<file path="src/rtl/cnt_seq_if.sv">
// Handshake and operand bundle between the integer pipeline and the iterative
// count unit. The master side issues requests and the slave side returns counts.
interface cnt_seq_if #(
   parameter int WIDTH = 64
);
   logic                    start;
   logic                    flush;
   logic [1:0]              op;
   logic                    w;
   logic [WIDTH-1:0]        a;
   logic                    busy;
   logic                    done;
   logic [$clog2(WIDTH):0]  result;

   modport master (output start, flush, op, w, a, input busy, done, result);
   modport slave  (input start, flush, op, w, a, output busy, done, result);
endinterface

</file>
<file path="src/rtl/cnt_seq.sv">
// Iterative clz/ctz/cpop unit for the BMU. It consumes one CHUNK-bit slice of the
// operand per cycle, starting from the most significant slice.
module cnt_seq #(
   parameter int WIDTH = 64,
   parameter int CHUNK = 16
) (
   input  logic     clk,
   input  logic     reset,
   cnt_seq_if.slave bus
);
   localparam int RW   = $clog2(WIDTH) + 1;
   localparam int NC   = WIDTH / CHUNK;
   localparam int KW   = $clog2(NC);
   localparam int HALF = WIDTH / 2;

   typedef enum logic [1:0] {IDLE = 2'd0, RUN = 2'd1, DONE = 2'd2} state_t;

   state_t            state, state_d;
   logic [WIDTH-1:0]  e, e_init, a_rev;
   logic [RW-1:0]     acc, acc_nxt, lz, pop, result_q;
   logic [KW-1:0]     k;
   logic [CHUNK-1:0]  chunk;
   logic              cpop_q, w_q, found, found_nxt, last, finish, accept;

   // The operand is kept left-aligned and shifted up each cycle, so the slice
   // under inspection is always the top CHUNK bits.
   assign chunk = e[WIDTH-1 -: CHUNK];

   // NOTE: every combinational output gets a default first so no latch is inferred.
   always_comb begin
      lz  = RW'(CHUNK);
      pop = '0;
      for (int i = 0; i < CHUNK; i++) begin
         if (chunk[i]) lz = RW'(CHUNK - 1 - i);
         pop = pop + RW'(chunk[i]);
      end
   end

   assign acc_nxt   = acc + (cpop_q ? pop : lz);
   assign found_nxt = found | (!cpop_q && (|chunk));
   assign last      = w_q ? (k == KW'(NC / 2 - 1)) : (k == KW'(NC - 1));
   assign finish    = last || found_nxt;
   assign accept    = bus.start && !bus.flush && (state == IDLE || state == DONE);

   // ctz is clz of the bit-reversed operand; in word mode the top half of the
   // full reversal is already the reversed low word.
   always_comb begin
      a_rev  = '0;
      e_init = bus.a;
      for (int i = 0; i < WIDTH; i++) a_rev[i] = bus.a[WIDTH-1-i];
      if (bus.op == 2'b01)  e_init = a_rev;
      else if (bus.w)       e_init = {bus.a[HALF-1:0], {HALF{1'b0}}};
   end

   // NOTE: sequential state uses non-blocking assignments only.
   always_ff @(posedge clk) begin
      if (reset) state <= IDLE;
      else       state <= state_d;
   end

   always_comb begin
      state_d  = state;
      bus.busy = (state == RUN);
      bus.done = (state == DONE);
      if (bus.flush) begin
         state_d = IDLE;
      end else begin
         case (state)
            IDLE:    if (bus.start) state_d = RUN;
            RUN:     if (finish) state_d = DONE;
            DONE:    state_d = bus.start ? RUN : IDLE;
            default: state_d = IDLE;
         endcase
      end
   end

   always_ff @(posedge clk) begin
      if (reset) begin
         e        <= '0;
         acc      <= '0;
         found    <= 1'b0;
         k        <= '0;
         cpop_q   <= 1'b0;
         w_q      <= 1'b0;
         result_q <= '0;
      end else if (accept) begin
         e      <= e_init;
         acc    <= '0;
         found  <= 1'b0;
         k      <= '0;
         cpop_q <= (bus.op == 2'b10);
         w_q    <= bus.w;
      end else if (state == RUN && !bus.flush) begin
         e     <= e << CHUNK;
         acc   <= acc_nxt;
         found <= found_nxt;
         k     <= k + KW'(1);
         if (finish) result_q <= acc_nxt;
      end
   end

   assign bus.result = result_q;
endmodule

</file>
<file path="src/flat_wrapper.sv">
// flat-port wrapper written by rule: the top's interface ports become plain ports
module cnt_seq_flat 
#(
   parameter int WIDTH = 64,
   parameter int CHUNK = 16
)
  (clk, reset, bus_start, bus_flush, bus_op, bus_w, bus_a, bus_busy, bus_done, bus_result);
  cnt_seq_if #(.WIDTH(WIDTH)) bus_i ();
  input  logic clk;
  input  logic reset;
  input wire logic [$bits(bus_i.start)-1:0] bus_start;
  input wire logic [$bits(bus_i.flush)-1:0] bus_flush;
  input wire logic [$bits(bus_i.op)-1:0] bus_op;
  input wire logic [$bits(bus_i.w)-1:0] bus_w;
  input wire logic [$bits(bus_i.a)-1:0] bus_a;
  output wire logic [$bits(bus_i.busy)-1:0] bus_busy;
  output wire logic [$bits(bus_i.done)-1:0] bus_done;
  output wire logic [$bits(bus_i.result)-1:0] bus_result;
  assign bus_i.start = bus_start;
  assign bus_i.flush = bus_flush;
  assign bus_i.op = bus_op;
  assign bus_i.w = bus_w;
  assign bus_i.a = bus_a;
  assign bus_busy = bus_i.busy;
  assign bus_done = bus_i.done;
  assign bus_result = bus_i.result;
  cnt_seq #(.WIDTH(WIDTH), .CHUNK(CHUNK)) u_core (.clk(clk), .reset(reset), .bus(bus_i));
endmodule
</file>
<file path="config.mk">
export PLATFORM = sky130hd
export DESIGN_NAME = cnt_seq_flat
export DESIGN_NICKNAME = d
export VERILOG_FILES = /design/src/rtl/cnt_seq_if.sv /design/src/rtl/cnt_seq.sv /design/src/flat_wrapper.sv
export SDC_FILE = /design/constraint.sdc
export NUM_CORES = 1
export LEC_CHECK = 0
export ABC_AREA = 1
export ABC_CLOCK_PERIOD_IN_PS = 5050
export CORE_MARGIN = 8
export CORE_UTILIZATION = 30
export CTS_CLUSTER_SIZE = 28
export DETAILED_ROUTE_END_ITERATION = 6
export GPL_ROUTABILITY_DRIVEN = 0
export RECOVER_POWER = 50
export SYNTH_ARGS = -nofsm -noshare
export SYNTH_HDL_FRONTEND = slang
export SYNTH_SLANG_ARGS = --single-unit
</file>
<file path="constraint.sdc">
create_clock -name clk -period 5.05 [get_ports clk]
set_input_delay 1.01 -clock clk [delete_from_list [all_inputs] [get_ports clk]]
set_output_delay 1.01 -clock clk [all_outputs]
set_load 0.02 [all_outputs]
</file>
==> results.json <==
{
  "outcome": "complete, no violations",
  "grt_pass1_wl_um": 23360,
  "grt_antenna_before_repair": 0,
  "peakVddDrop_v": 0.0001809,
  "clockRootBuffer": "clkbuf_16",
  "hold_class": "reg -> reg",
  "clkSlewWorstSetupHoldPaths_ns": 0.06,
  "slew_viol_final": 0,
  "cts_buffers": 9,
  "clockBufferDepth": 2,
  "cts.sink_count": 85,
  "hold_viol": 0,
  "r2r_slack_ns": 0.19,
  "avgSynthCellArea_um2": 6.922,
  "drc_errors": 0,
  "via_count": 5083,
  "synth_flop_cell": "dfxtp_1",
  "maxCapViolCount": 0,
  "viasPerCell": 4.873,
  "synth_edf_count": 0,
  "min_period_over_period_pct": 96.23,
  "io_pins": 80,
  "fin_nets": 911,
  "ys_seq_area_share_pct": 32.09,
  "powerDensity_nw_per_um2": 282.7,
  "ys_top_cells_by_count": "o21ai_0 (165), a21oi_1 (127), nand2_1 (115)",
  "crit_chain": "inv_1, ha_1, inv_1, fa_1, fa_1, fa_1, fa_1, fa_2, fa_2, nand2_1, nand2_1, o22ai_2, ha_4, a21oi_2, nand2_1, a21o_1, a21oi_2, xor2_1, o21ai_0, inv_1",
  "grt.total_usage_pct": 12.77,
  "ys.warnings.count": 0,
  "start_kind": "register",
  "power_mw": 1.853,
  "async_flop_share_pct": 0,
  "setup_violations": 0,
  "yosysTopAreaCell": "dfxtp_1",
  "gr-total-overflow": 0,
  "leakage_nw": 2.750,
  "drive_above_1_share_pct": 7.946,
  "crit_required_ns": 5.33,
  "detail_route.wl_per_cell_um": 13.76,
  "dr.pass1.iters": 5,
  "insertion_delay_ns": 0.34,
  "dr.first_iter.drc_count": 307,
  "yosysTopAreaCellShare_pct": 32.09,
  "dieHeight_um": 149.0,
  "htreeDepth": 3,
  "antenna_cells": 0,
  "path_max_fanout": 3,
  "p_int_mw": 1.292,
  "syn_inst": 766,
  "synth_area_leaders": "dfxtp_1 (32%), o21ai_0 (16%), a21oi_1 (12%)",
  "clkPwrFrac_pct": 34.7,
  "switching_share_pct": 30.25,
  "die_x_um": 149.0,
  "cpMostUsedCell": "fa_1",
  "whs_ns": 0.4632,
  "synth_area_um2": 5303,
  "route.antenna.remaining_nets": 0,
  "num_rows": 48,
  "grt_pass1_vias": 4636,
  "tritoncts": "built",
  "ys_ff_latch": 85,
  "crit_path_end_kind": "register",
  "worst_pin_slew_ns": 1.370,
  "yosysMostFrequentCell": "o21ai_0",
  "critPathArrivalTime_ns": 5.14,
  "fin_crit_ns": 4.860,
  "power_frac_comb_pct": 25.7,
  "dpl.hpwl_um": 10220,
  "slowest_delay_ns": 0.55,
  "power_switching_uw": 560.4,
  "seqPwrFrac_pct": 39.5,
  "synth.net_count": 862,
  "area_delta_synth_final_pct": 23.60,
  "yosysUniqueCellTypes": 37,
  "fin_skew_ns": 0.008512,
  "portBuffers": 79,
  "path_class": "reg -> reg",
  "grt_max_degree": 82,
  "max_freq_ghz": 0.2058,
  "core_um2": 17300,
  "start_util_pct": 30.66,
  "wl_um": 14350,
  "die-area_um2": 22190,
  "crit_path_top_delay_cell": "fa_1",
  "maxSlewHeadroom_pct": 8.664
}
==> worst paths after layout <==
check,startpoint,to,cells after the start
worst min-delay path,u_core.e[2]$_SDFFE_PP0P_,u_core.e[2]$_SDFFE_PP0P_,2
worst max register to register,u_core.e[48]$_SDFFE_PP0P_,u_core.acc[5]$_SDFFE_PP0P_,20
worst min register to register,u_core.e[2]$_SDFFE_PP0P_,u_core.e[2]$_SDFFE_PP0P_,2
worst max-delay path,u_core.e[48]$_SDFFE_PP0P_,u_core.acc[5]$_SDFFE_PP0P_,20
==> layer usage <==
metal | vias to the layer above | wire [um] | GRT usage [%]
met2 | 73 | 6766 | 21.18
li1 | 2689 | - | -
met5 | - | 0 | 0
met4 | 0 | 151 | 3.180
met3 | 11 | 590 | 3.095
met1 | 2310 | 6845 | 16.29
==> power by group through the flow <==
stage          combinational [mW]  clock, mW  sequential (mW)
2_1_floorplan               0.327          0            0.743
3_3_place_gp                0.464          0            0.746
3_5_place_dp                0.469          0            0.747
4_1_cts                     0.473      0.659            0.732
5_1_grt                     0.552      0.685            0.737
6_report                    0.476      0.644            0.733
==> critical path, delay by kind of cell (launching register included) <==
kind                       cells  cell delay, ns
adders and majority gates      8            3.20
AOI/OAI and AO/OA              5            0.72
DFF                            1            0.32
and+or+nand+nor                3            0.23
xor gates and xnor gates       1            0.19
buffers and inverters          3            0.14
==> what timing repair did <==
| item | CTS | global route |
|---|---|---|
| hold buffers | 0 | 0 |
| pin swaps | 2 | 6 |
| endpoints found under the setup margin | 4 | 9 |
| endpoints found under the hold margin | 0 | 0 |
| setup buffers | 0 | 0 |
| gates resized for setup | 1 | 12 |
| cloned | 0 | 0 |
==> flip-flops by register name, summed over array words and instances (netlist names) <==
register	count
u_core.e	64
u_core.k	2
u_core.state	2
u_core.w_q	1
u_core.bus.result	7
u_core.cpop_q	1
u_core.found	1
u_core.acc	7
==> area by class of cell <==
| cell class | count | area [um2] |
|---|---|---|
| clock buffer | 10 | 229.0 |
| timing repair buffer | 95 | 918.4 |
| tap | 225 | 281.5 |
| fill | 1870 | 10740 |
| inverter | 89 | 334.1 |
| sequential | 85 | 1703 |
| clock inverter | 4 | 51.30 |
| multi-input combinational | 535 | 3037 |
==> cells in the final DEF, fill, tap and decap left out, types with 2 or more instances in the layout <==
cell	count
inv_2	8
fa_1	8
dfxtp_1	84
clkdlybuf4s50_1	67
nor2_4	2
clkbuf_16	9
o21bai_1	13
buf_4	15
ha_1	13
a21oi_1	124
nor2_1	9
o21ai_0	172
nor3b_1	2
fa_2	3
o21ai_1	6
nand2_4	2
inv_1	81
o22ai_2	2
a21oi_2	5
o211ai_1	19
a31oi_1	4
nor3_1	3
nor2_2	3
xor2_1	5
nand2_1	115
nand3_1	11
nand2_2	3
dlygate4sd3_1	11
nand3_2	2
==> through the flow <==
stage	TNS [ns]	worst slack (ns)	cells	utilization, %	area (um2)
floorplan	0	0.02718	766	-	5303
global placement	-0.1051	-0.05501	1029	36.02	6231
detailed placement	-0.2527	-0.09205	1029	36.02	6231
CTS	0	0.009711	1043	37.66	6514
global route	-0.03281	-0.01713	1043	37.89	6554
finish	0	0.1904	1043	37.89	6554
==> cell families (layout without fill, tap and decap cells) <==
family	Yosys count	after routing	synth area share (%)
flops	85	85	32.09
buf+inv	146	198	11.42
compound gates	349	349	34.92
fa+ha+maj	25	25	7.456
simple gates	155	155	13.12
xor+xnor	6	6	0.9910
Power figures use the tool's default switching activity.
